`config.mk`:
```
export PLATFORM = sky130hd
export DESIGN_NAME = mouse_cmd_scheduler
export DESIGN_NICKNAME = d
export VERILOG_FILES = /design/src/rtl/mouse_pkg.sv /design/src/rtl/mouse_timeout_ctr.sv /design/src/rtl/mouse_cmd_scheduler.sv
export SDC_FILE = /design/constraint.sdc
export NUM_CORES = 1
export LEC_CHECK = 0
export CAP_MARGIN = 5
export CORE_UTILIZATION = 53
export CTS_CLUSTER_SIZE = 30
export DETAILED_ROUTE_END_ITERATION = 8
export HOLD_SLACK_MARGIN = 0.12
export PLACE_DENSITY = 0.82
export SETUP_SLACK_MARGIN = 0.1
export SYNTH_ARGS = -nofsm -noshare
export SYNTH_HDL_FRONTEND = slang
export SYNTH_SLANG_ARGS = --single-unit
```
`constraint.sdc`:
```
create_clock -name CLK -period 3.57 [get_ports CLK]
set_input_delay 0.357 -clock CLK [delete_from_list [all_inputs] [get_ports CLK]]
set_output_delay 0.357 -clock CLK [all_outputs]
set_load 0.005 [all_outputs]
```
`src/rtl/mouse_pkg.sv`:
```
// Shared constants and encodings for the PS/2 mouse command path.
package mouse_pkg;

  localparam logic [7:0] MOUSE_ACK    = 8'hFA;
  localparam logic [7:0] MOUSE_RESEND = 8'hFE;
  localparam logic [7:0] MOUSE_ERROR  = 8'hFC;

  localparam logic [1:0] ERR_OK      = 2'b00;
  localparam logic [1:0] ERR_TIMEOUT = 2'b01;
  localparam logic [1:0] ERR_DEVICE  = 2'b10;
  localparam logic [1:0] ERR_RETRY   = 2'b11;

  typedef enum logic [2:0] {
    ST_IDLE,
    ST_SEND,
    ST_WAIT_SENT,
    ST_WAIT_ACK,
    ST_REPORT
  } state_t;

  typedef enum logic {
    OWN_CPU = 1'b0,
    OWN_CFG = 1'b1
  } owner_t;

endpackage

```
`src/rtl/mouse_timeout_ctr.sv`:
```
// Saturating silence timer; terminal flags the last allowed cycle of a wait.
module mouse_timeout_ctr #(
  parameter int ACK_TIMEOUT = 2_000_000
) (
  input  logic clk,
  input  logic rst,
  input  logic clear,
  input  logic enable,
  output logic terminal
);

  localparam int W = $clog2(ACK_TIMEOUT + 1);
  localparam logic [W-1:0] TC  = W'(ACK_TIMEOUT - 1);
  localparam logic [W-1:0] SAT = W'(ACK_TIMEOUT);

  logic [W-1:0] count;

  always_ff @(posedge clk) begin
    if (rst || clear) begin
      count <= '0;
    end else if (enable && (count != SAT)) begin
      count <= count + 1'b1;
    end
  end

  assign terminal = enable && (count == TC);

endmodule

```
`src/rtl/mouse_cmd_scheduler.sv`:
```
// Round-robin sharing of the PS/2 mouse link between CPU and CFG command
// requesters, with per-byte acknowledge, resend retry and silence timeout.
module mouse_cmd_scheduler
  import mouse_pkg::*;
#(
  parameter int ACK_TIMEOUT = 2_000_000,
  parameter int MAX_RETRIES = 3
) (
  input  logic       CLK,
  input  logic       RESET,
  input  logic       CPU_REQ,
  input  logic       CFG_REQ,
  input  logic [7:0] CPU_CMD,
  input  logic [7:0] CFG_CMD,
  input  logic [7:0] CPU_ARG,
  input  logic [7:0] CFG_ARG,
  input  logic       CPU_HAS_ARG,
  input  logic       CFG_HAS_ARG,
  output logic       CPU_DONE,
  output logic       CFG_DONE,
  output logic [1:0] CPU_ERR,
  output logic [1:0] CFG_ERR,
  output logic       LINK_OWNED,
  output logic       SEND_BYTE,
  output logic [7:0] BYTE_TO_SEND,
  input  logic       BYTE_SENT,
  output logic       READ_ENABLE,
  input  logic [7:0] BYTE_READ,
  input  logic [1:0] BYTE_ERROR_CODE,
  input  logic       BYTE_READY
);

  localparam int RW = $clog2(MAX_RETRIES + 1);
  localparam logic [RW-1:0] RMAX = RW'(MAX_RETRIES);

  state_t        state;
  owner_t        owner;
  owner_t        last_grant;
  logic          phase;
  logic [RW-1:0] retries;
  logic [7:0]    arg_q;
  logic          has_arg_q;

  logic       grant_cfg;
  logic       rx_bad;
  logic       rx_advance;
  logic       fin;
  logic [1:0] fin_code;
  logic       tmr_clear;
  logic       tmr_en;
  logic       tmr_tc;

  mouse_timeout_ctr #(.ACK_TIMEOUT(ACK_TIMEOUT)) u_timer (
    .clk      (CLK),
    .rst      (RESET),
    .clear    (tmr_clear),
    .enable   (tmr_en),
    .terminal (tmr_tc)
  );

  // Terminating byte beats the timeout terminal count in the same cycle.
  always_comb begin
    grant_cfg  = CFG_REQ && (!CPU_REQ || (last_grant == OWN_CPU));
    rx_bad     = (BYTE_ERROR_CODE != 2'b00) || (BYTE_READ == MOUSE_RESEND);
    rx_advance = !rx_bad && (BYTE_READ == MOUSE_ACK) && !phase && has_arg_q;
    tmr_clear  = (state == ST_SEND) || ((state == ST_WAIT_SENT) && BYTE_SENT);
    tmr_en     = (state == ST_WAIT_SENT) || (state == ST_WAIT_ACK);
    fin        = 1'b0;
    fin_code   = ERR_OK;
    case (state)
      ST_WAIT_SENT: begin
        if (!BYTE_SENT && tmr_tc) begin
          fin      = 1'b1;
          fin_code = ERR_TIMEOUT;
        end
      end
      ST_WAIT_ACK: begin
        if (BYTE_READY && rx_bad) begin
          if (retries >= RMAX) begin
            fin      = 1'b1;
            fin_code = ERR_RETRY;
          end
        end else if (BYTE_READY && (BYTE_READ == MOUSE_ERROR)) begin
          fin      = 1'b1;
          fin_code = ERR_DEVICE;
        end else if (BYTE_READY && (BYTE_READ == MOUSE_ACK)) begin
          if (!rx_advance) begin
            fin      = 1'b1;
            fin_code = ERR_OK;
          end
        end else if (tmr_tc) begin
          fin      = 1'b1;
          fin_code = ERR_TIMEOUT;
        end
      end
      default: ;
    endcase
  end

  always_ff @(posedge CLK) begin
    if (RESET) begin
      state        <= ST_IDLE;
      owner        <= OWN_CPU;
      last_grant   <= OWN_CPU;
      phase        <= 1'b0;
      retries      <= '0;
      SEND_BYTE    <= 1'b0;
      BYTE_TO_SEND <= 8'h00;
      READ_ENABLE  <= 1'b0;
      LINK_OWNED   <= 1'b0;
      CPU_DONE     <= 1'b0;
      CFG_DONE     <= 1'b0;
      CPU_ERR      <= ERR_OK;
      CFG_ERR      <= ERR_OK;
    end else begin
      SEND_BYTE <= 1'b0;
      CPU_DONE  <= 1'b0;
      CFG_DONE  <= 1'b0;
      if (fin) begin
        state       <= ST_REPORT;
        READ_ENABLE <= 1'b0;
        if (owner == OWN_CFG) begin
          CFG_DONE <= 1'b1;
          CFG_ERR  <= fin_code;
        end else begin
          CPU_DONE <= 1'b1;
          CPU_ERR  <= fin_code;
        end
      end else begin
        case (state)
          ST_IDLE: begin
            if (CPU_REQ || CFG_REQ) begin
              state        <= ST_SEND;
              SEND_BYTE    <= 1'b1;
              LINK_OWNED   <= 1'b1;
              phase        <= 1'b0;
              retries      <= '0;
              owner        <= grant_cfg ? OWN_CFG : OWN_CPU;
              BYTE_TO_SEND <= grant_cfg ? CFG_CMD : CPU_CMD;
              arg_q        <= grant_cfg ? CFG_ARG : CPU_ARG;
              has_arg_q    <= grant_cfg ? CFG_HAS_ARG : CPU_HAS_ARG;
            end
          end
          ST_SEND: state <= ST_WAIT_SENT;
          ST_WAIT_SENT: begin
            if (BYTE_SENT) begin
              state       <= ST_WAIT_ACK;
              READ_ENABLE <= 1'b1;
            end
          end
          ST_WAIT_ACK: begin
            if (BYTE_READY && rx_bad) begin
              retries     <= retries + 1'b1;
              state       <= ST_SEND;
              SEND_BYTE   <= 1'b1;
              READ_ENABLE <= 1'b0;
            end else if (BYTE_READY && rx_advance) begin
              phase        <= 1'b1;
              retries      <= '0;
              BYTE_TO_SEND <= arg_q;
              state        <= ST_SEND;
              SEND_BYTE    <= 1'b1;
              READ_ENABLE  <= 1'b0;
            end
          end
          ST_REPORT: begin
            state      <= ST_IDLE;
            LINK_OWNED <= 1'b0;
            last_grant <= owner;
          end
          default: state <= ST_IDLE;
        endcase
      end
    end
  end

endmodule

```
# Word-level counts from Yosys, hierarchy flattened
# Index checks and enable logic that the tools add are counted.
# totals
inputBits,50
word_cells,130
output_inout_bits,17
regBits,55
# op_classes
n_reduce_logical,40
bitwise,4
n_lt_le_gt_ge,1
n_mux,49
n_eq_ne,17
n_addsub,2
# op_table
cell,n
8-bit 2-to-1 mux,5
8-bit equality test (second input constant),3
1-bit 2-to-1 mux,24
21-bit by 1-bit adder with 21-bit output (second input constant),1
21-bit equality test (second input constant),1
21-bit inequality test (second input constant),1
8-bit case mux with 2 select lines,1
3-bit 2-to-1 mux,5
3-bit AND reduction,5
1-bit logical AND,12
2-bit 2-to-1 mux,6
3-bit case mux with 4 select lines,1
1-bit case mux with 2 select lines,5
2-bit case mux with 2 select lines,2
4-bit AND reduction,2
2-bit nonzero test,4
3-bit by 2-bit equality test with 1-bit output (second input constant),2
1-bit logical OR,6
2-bit inequality test (second input constant),3
3-bit inequality test (second input constant),2
2-bit AND reduction,3
5-bit AND reduction,1
1-bit logical NOT,4
4-bit by 2-bit inequality test with 1-bit output (second input constant),1
9 further kinds,13

# Longest topological paths before layout
# logic_depth
word_depth,13
depth_mapped,8
depth_no_buf,7

# By module
# Synthesis repeated with hierarchy kept, for this count alone.
# hier_totals
cells_unflattened,317
area_unflattened_um2,2939.1
# by_module_without_submodules
mod,instances,cells_per_inst,area_each_um2,seq_area_each_um2
mouse_cmd_scheduler,1,188,1851.8,770.7
mouse_timeout_ctr,1,129,1087.3,420.4

# Worst setup path before layout
# No wires, ideal clock.
# synth_path
path_type,flip-flop to flip-flop
startpoint,reg u_timer.count[8]
endpoint,reg CFG_ERR[0]
setup_time_ps,132
stages_incl_launch_ff,7
required_ps,3438
n_path_buf,0
path_slack_ps,1223
arrival_ps,2216
period_less_slack_ps,2347
path_cell_list,dfxtp_1 -> or4_1 -> or4_1 -> or4_4 -> o22a_2 -> nor3_1 -> nor3_1
# synth_between
elab_chain_len,8
elab_cells_between_ends,16
cone_classes,1 x eq/ne; 12 x mux; 3 x reduce/logical
# synth_rtl
item,line,rtl
from (decl),mouse_timeout_ctr.sv:16,logic [W-1:0] count;
from (signal assigned),mouse_timeout_ctr.sv:22,count <= count + 1'b1;
21-bit equality test *,mouse_timeout_ctr.sv:26,assign terminal = enable && (count == TC);
1-bit logical AND *,mouse_timeout_ctr.sv:26,
1-bit 2-to-1 mux,mouse_cmd_scheduler.sv:91,end else if (tmr_tc) begin
1-bit 2-to-1 mux,mouse_cmd_scheduler.sv:86,end else if (BYTE_READY && (BYTE_READ == MOUSE_ACK)) begin
1-bit 2-to-1 mux,mouse_cmd_scheduler.sv:83,end else if (BYTE_READY && (BYTE_READ == MOUSE_ERROR)) begin
1-bit 2-to-1 mux,mouse_cmd_scheduler.sv:78,if (BYTE_READY && rx_bad) begin
1-bit case mux with 2 select lines,mouse_cmd_scheduler.sv:70,case (state)
2-bit AND reduction (no source line),-,
to (signal assigned),mouse_cmd_scheduler.sv:124,CFG_ERR <= fin_code;
to (decl),mouse_cmd_scheduler.sv:22,"output logic [1:0] CFG_ERR,"
# Every way passes the cells marked *; elsewhere a longest branch is shown, timed or not.
# A chain may end at the register's enable or synchronous reset.

# Final worst setup path
# layout_path
startpoint,reg u_timer.count[8]
endpoint,reg CPU_ERR[0]
# layout_between
elab_chain_len,8
elab_cells_between_ends,16
cone_classes,1 x eq/ne; 12 x mux; 3 x reduce/logical
# layout_rtl
item,line,rtl
21-bit equality test *,mouse_timeout_ctr.sv:26,
1-bit logical AND *,mouse_timeout_ctr.sv:26,
1-bit 2-to-1 mux,mouse_cmd_scheduler.sv:91,
1-bit 2-to-1 mux,mouse_cmd_scheduler.sv:86,
1-bit 2-to-1 mux,mouse_cmd_scheduler.sv:83,
1-bit 2-to-1 mux,mouse_cmd_scheduler.sv:78,
1-bit case mux with 2 select lines,mouse_cmd_scheduler.sv:70,
2-bit AND reduction (no source line),-,
to (signal assigned),mouse_cmd_scheduler.sv:127,CPU_ERR <= fin_code;
to (decl),mouse_cmd_scheduler.sv:21,"output logic [1:0] CPU_ERR,"
# Marked as above.

==> qor.csv <==
metric;value;unit
die_w;73.5;um
dieHeight;73.5;um
met2_usage;0.403;
p_comb_frac;0.198;
ys_warn_count;0;
p_int;0.940;mW
cts_tree;built;
r2r-end;CPU_ERR[0]$_SDFFE_PP0P_;
switching_share;0.255;
timing.final.crit_share;0.707;
setup-tns-final;0;ns
finalClockSkew;0.00411;ns
root_buffer;clkbuf_8;
crit_path_end_kind;register;
worst_r2r_path_depth;6;
dieArea;5410;um^2
setup_viol;0;
syn-cell-area;2710;um^2
fin_cells;439;
finish.utilization;0.734;
clkPwrFrac;0.258;
cts_resized;0;
grt_max_degree;27;
switching_power;0.322;mW
synth_top_area_frac;0.339;
hold_depth;2;
rows;25;
avgSynthCellArea;8.86;um^2
grt.overflow.total;0;
period_minus_slack;2.53;ns
drc;0;
critPathLaunchType;register;
post-dp-hpwl;4720;um
layout_common_cells;clkdlybuf4s50_1, dfxtp_1, nor2_1;
io_pins;67;
cp.required;3.76;ns
cp.arrival;2.72;ns
viasPerCell;5.49;
synth_area_leaders;dfxtp_1, edfxtp_1, mux2i_1;
ant_nets;0;
antenna_found_initial;0;
max_freq;0.396;GHz
tightest_slew;0.532;ns
maxCapViolations;0;
initial_utilization;0.563;
firstDrtPassIters;4;
hold_start;LINK_OWNED$_SDFFE_PP0P_;
avgRoutedWirePerCell;14.8;um
powerDensity;357;nW/um^2
synth_edf_count;9;
rsz0062_at_grt;false;
path_class;reg -> reg;
peakVddDrop;0.229;mV
dp.cells;431;
syn2layout_area_growth;30.3;%
clk_pin_slew_worst_paths;0.09;ns
synth_seq_cells;55;
dp_slack;0.896;ns
vias;2410;
gp_congestion;0.877;
nets;424;
grtUsageTotal;0.246;
holdWs;0.475;ns
synth_async_sr_flop_share;0;
grtUsageMet1;0.312;
use_met3;0.0617;
synth_cell_types;48;
drv_slew;0;
io_buffer_count;66;
routed_wirelength;6500;um
clk-insertion-delay-late;0.30;ns
r2r_start;u_timer.count[8]$_SDFFE_PP0P_;
grt_pass1_vias;2228;
synth_ff_type;dfxtp_1;
cts.sinks;55;
max_slew_margin;0.643;
cts_hold_buf;0;
drt_iter0_markers;114;
grt_pass1_wl;10200;um
path_max_fanout;8;
grt-busiest-layer;met2;
final_common_cell;clkdlybuf4s50_1;
synth_fp_nets;359;
syn_inst;306;
p_leak;1.25;nW
core;4820;um^2
cts_setup_buffers;0;
antenna_cells;0;
r2r_slack;1.04;ns
status;finished, final reports clean;
synth_top_area_cell;dfxtp_1;
postLayoutSetupSlackWorst;1.04;ns
clockBufferDepth;2;
htreeDepth;2;
drive_above_1_share;0.0780;
worstHoldEndpoint;LINK_OWNED$_SDFFE_PP0P_;
sequentialPowerShare;0.543;
finalHoldViolCount;0;
yosysSeqAreaShare;0.439;
cts_buffers;5;
min_path_type;reg -> reg;
==> registers in the layout (all words and copies together) (netlist names), 2 cells and up <==
| name | cells |
|---|---|
| BYTE_TO_SEND | 8 |
| CFG_ERR | 2 |
| CPU_ERR | 2 |
| arg_q | 8 |
| retries | 2 |
| state | 3 |
| u_timer.count | 21 |
==> synthesized netlist by cell type, drive strengths merged, types with 2 or more instances <==
master	instances
dfxtp	46
nor2	41
a21oi	25
mux2i	18
o21ai	17
nand2	16
clkbuf	12
inv	12
nor3	11
mux2	10
nand3	10
edfxtp	9
or3	8
xnor2	7
nand4	6
or4	6
nor2b	5
xor2	5
and3	4
nand2b	4
a211oi	3
ha	3
o22ai	3
and4	2
buf	2
nand3b	2
nor4	2
o211ai	2
o22a	2
==> power groups by stage <==
stage               clock network, mW  registers, mW  logic, mW
CTS                             0.334          0.686      0.250
detailed placement                  0          0.700      0.248
global route                    0.360          0.690      0.272
finish                          0.326          0.686      0.250
floorplan                           0          0.695      0.127
global placement                    0          0.698      0.243
==> worst max-delay path, cell delays in order (launching register included) <==
cell	delay, ns
dfxtp_1	0.34
or4_1	0.50
or4_1	0.53
or4_4	0.48
o22a_2	0.29
nor3_1	0.21
nor3_1	0.06
==> through the flow <==
stage               instance area [um^2]  power, mW
detailed placement                  3450      0.948
finish                              3530       1.26
CTS                                 3530       1.27
floorplan                           2710      0.822
global placement                    3450      0.941
global route                        3530       1.32
==> worst max path at each step <==
stage	startpoint	end	slack (ns)	cells past startpoint
6_report	u_timer.count[8]$_SDFFE_PP0P_	CPU_ERR[0]$_SDFFE_PP0P_	1.04	6
5_1_grt	u_timer.count[8]$_SDFFE_PP0P_	CPU_ERR[1]$_SDFFE_PP0P_	0.94	6
4_1_cts	u_timer.count[8]$_SDFFE_PP0P_	CPU_ERR[0]$_SDFFE_PP0P_	1.05	6
3_5_place_dp	BYTE_READ[0]	retries[0]$_SDFFE_PP0P_	0.90	7
3_3_place_gp	BYTE_READ[5]	retries[0]$_SDFFE_PP0P_	0.97	7
2_1_floorplan	u_timer.count[8]$_SDFFE_PP0P_	CFG_ERR[0]$_SDFFE_PP0P_	1.22	6
==> kinds of logic after synthesis <==
kind of cell,count (synthesis),synth area share
DFF,55,0.439
and+or+nand+nor,121,0.228
AOI/OAI and AO/OA,61,0.137
buffers and inverters,26,0.0360
muxes,28,0.108
adders and majority gates,3,0.0138
xor gates and xnor gates,12,0.0387
==> routing by layer <==
layer  up-vias  wire [um]
met2        79       3120
met4         0        104
met5         -          0
met1      1095       2820
li1       1224          -
met3        12        456
==> cell type report <==
class | instances | area (um^2)
clock inverters | 1 | 5.00
clock buffers | 7 | 76.3
fillers | 408 | 1280
well taps | 67 | 83.8
inverters | 12 | 45.0
multi-input cells | 225 | 1430
flip-flops and latches | 55 | 1190
repair buffers | 72 | 706
Power figures use the tool's default switching activity.
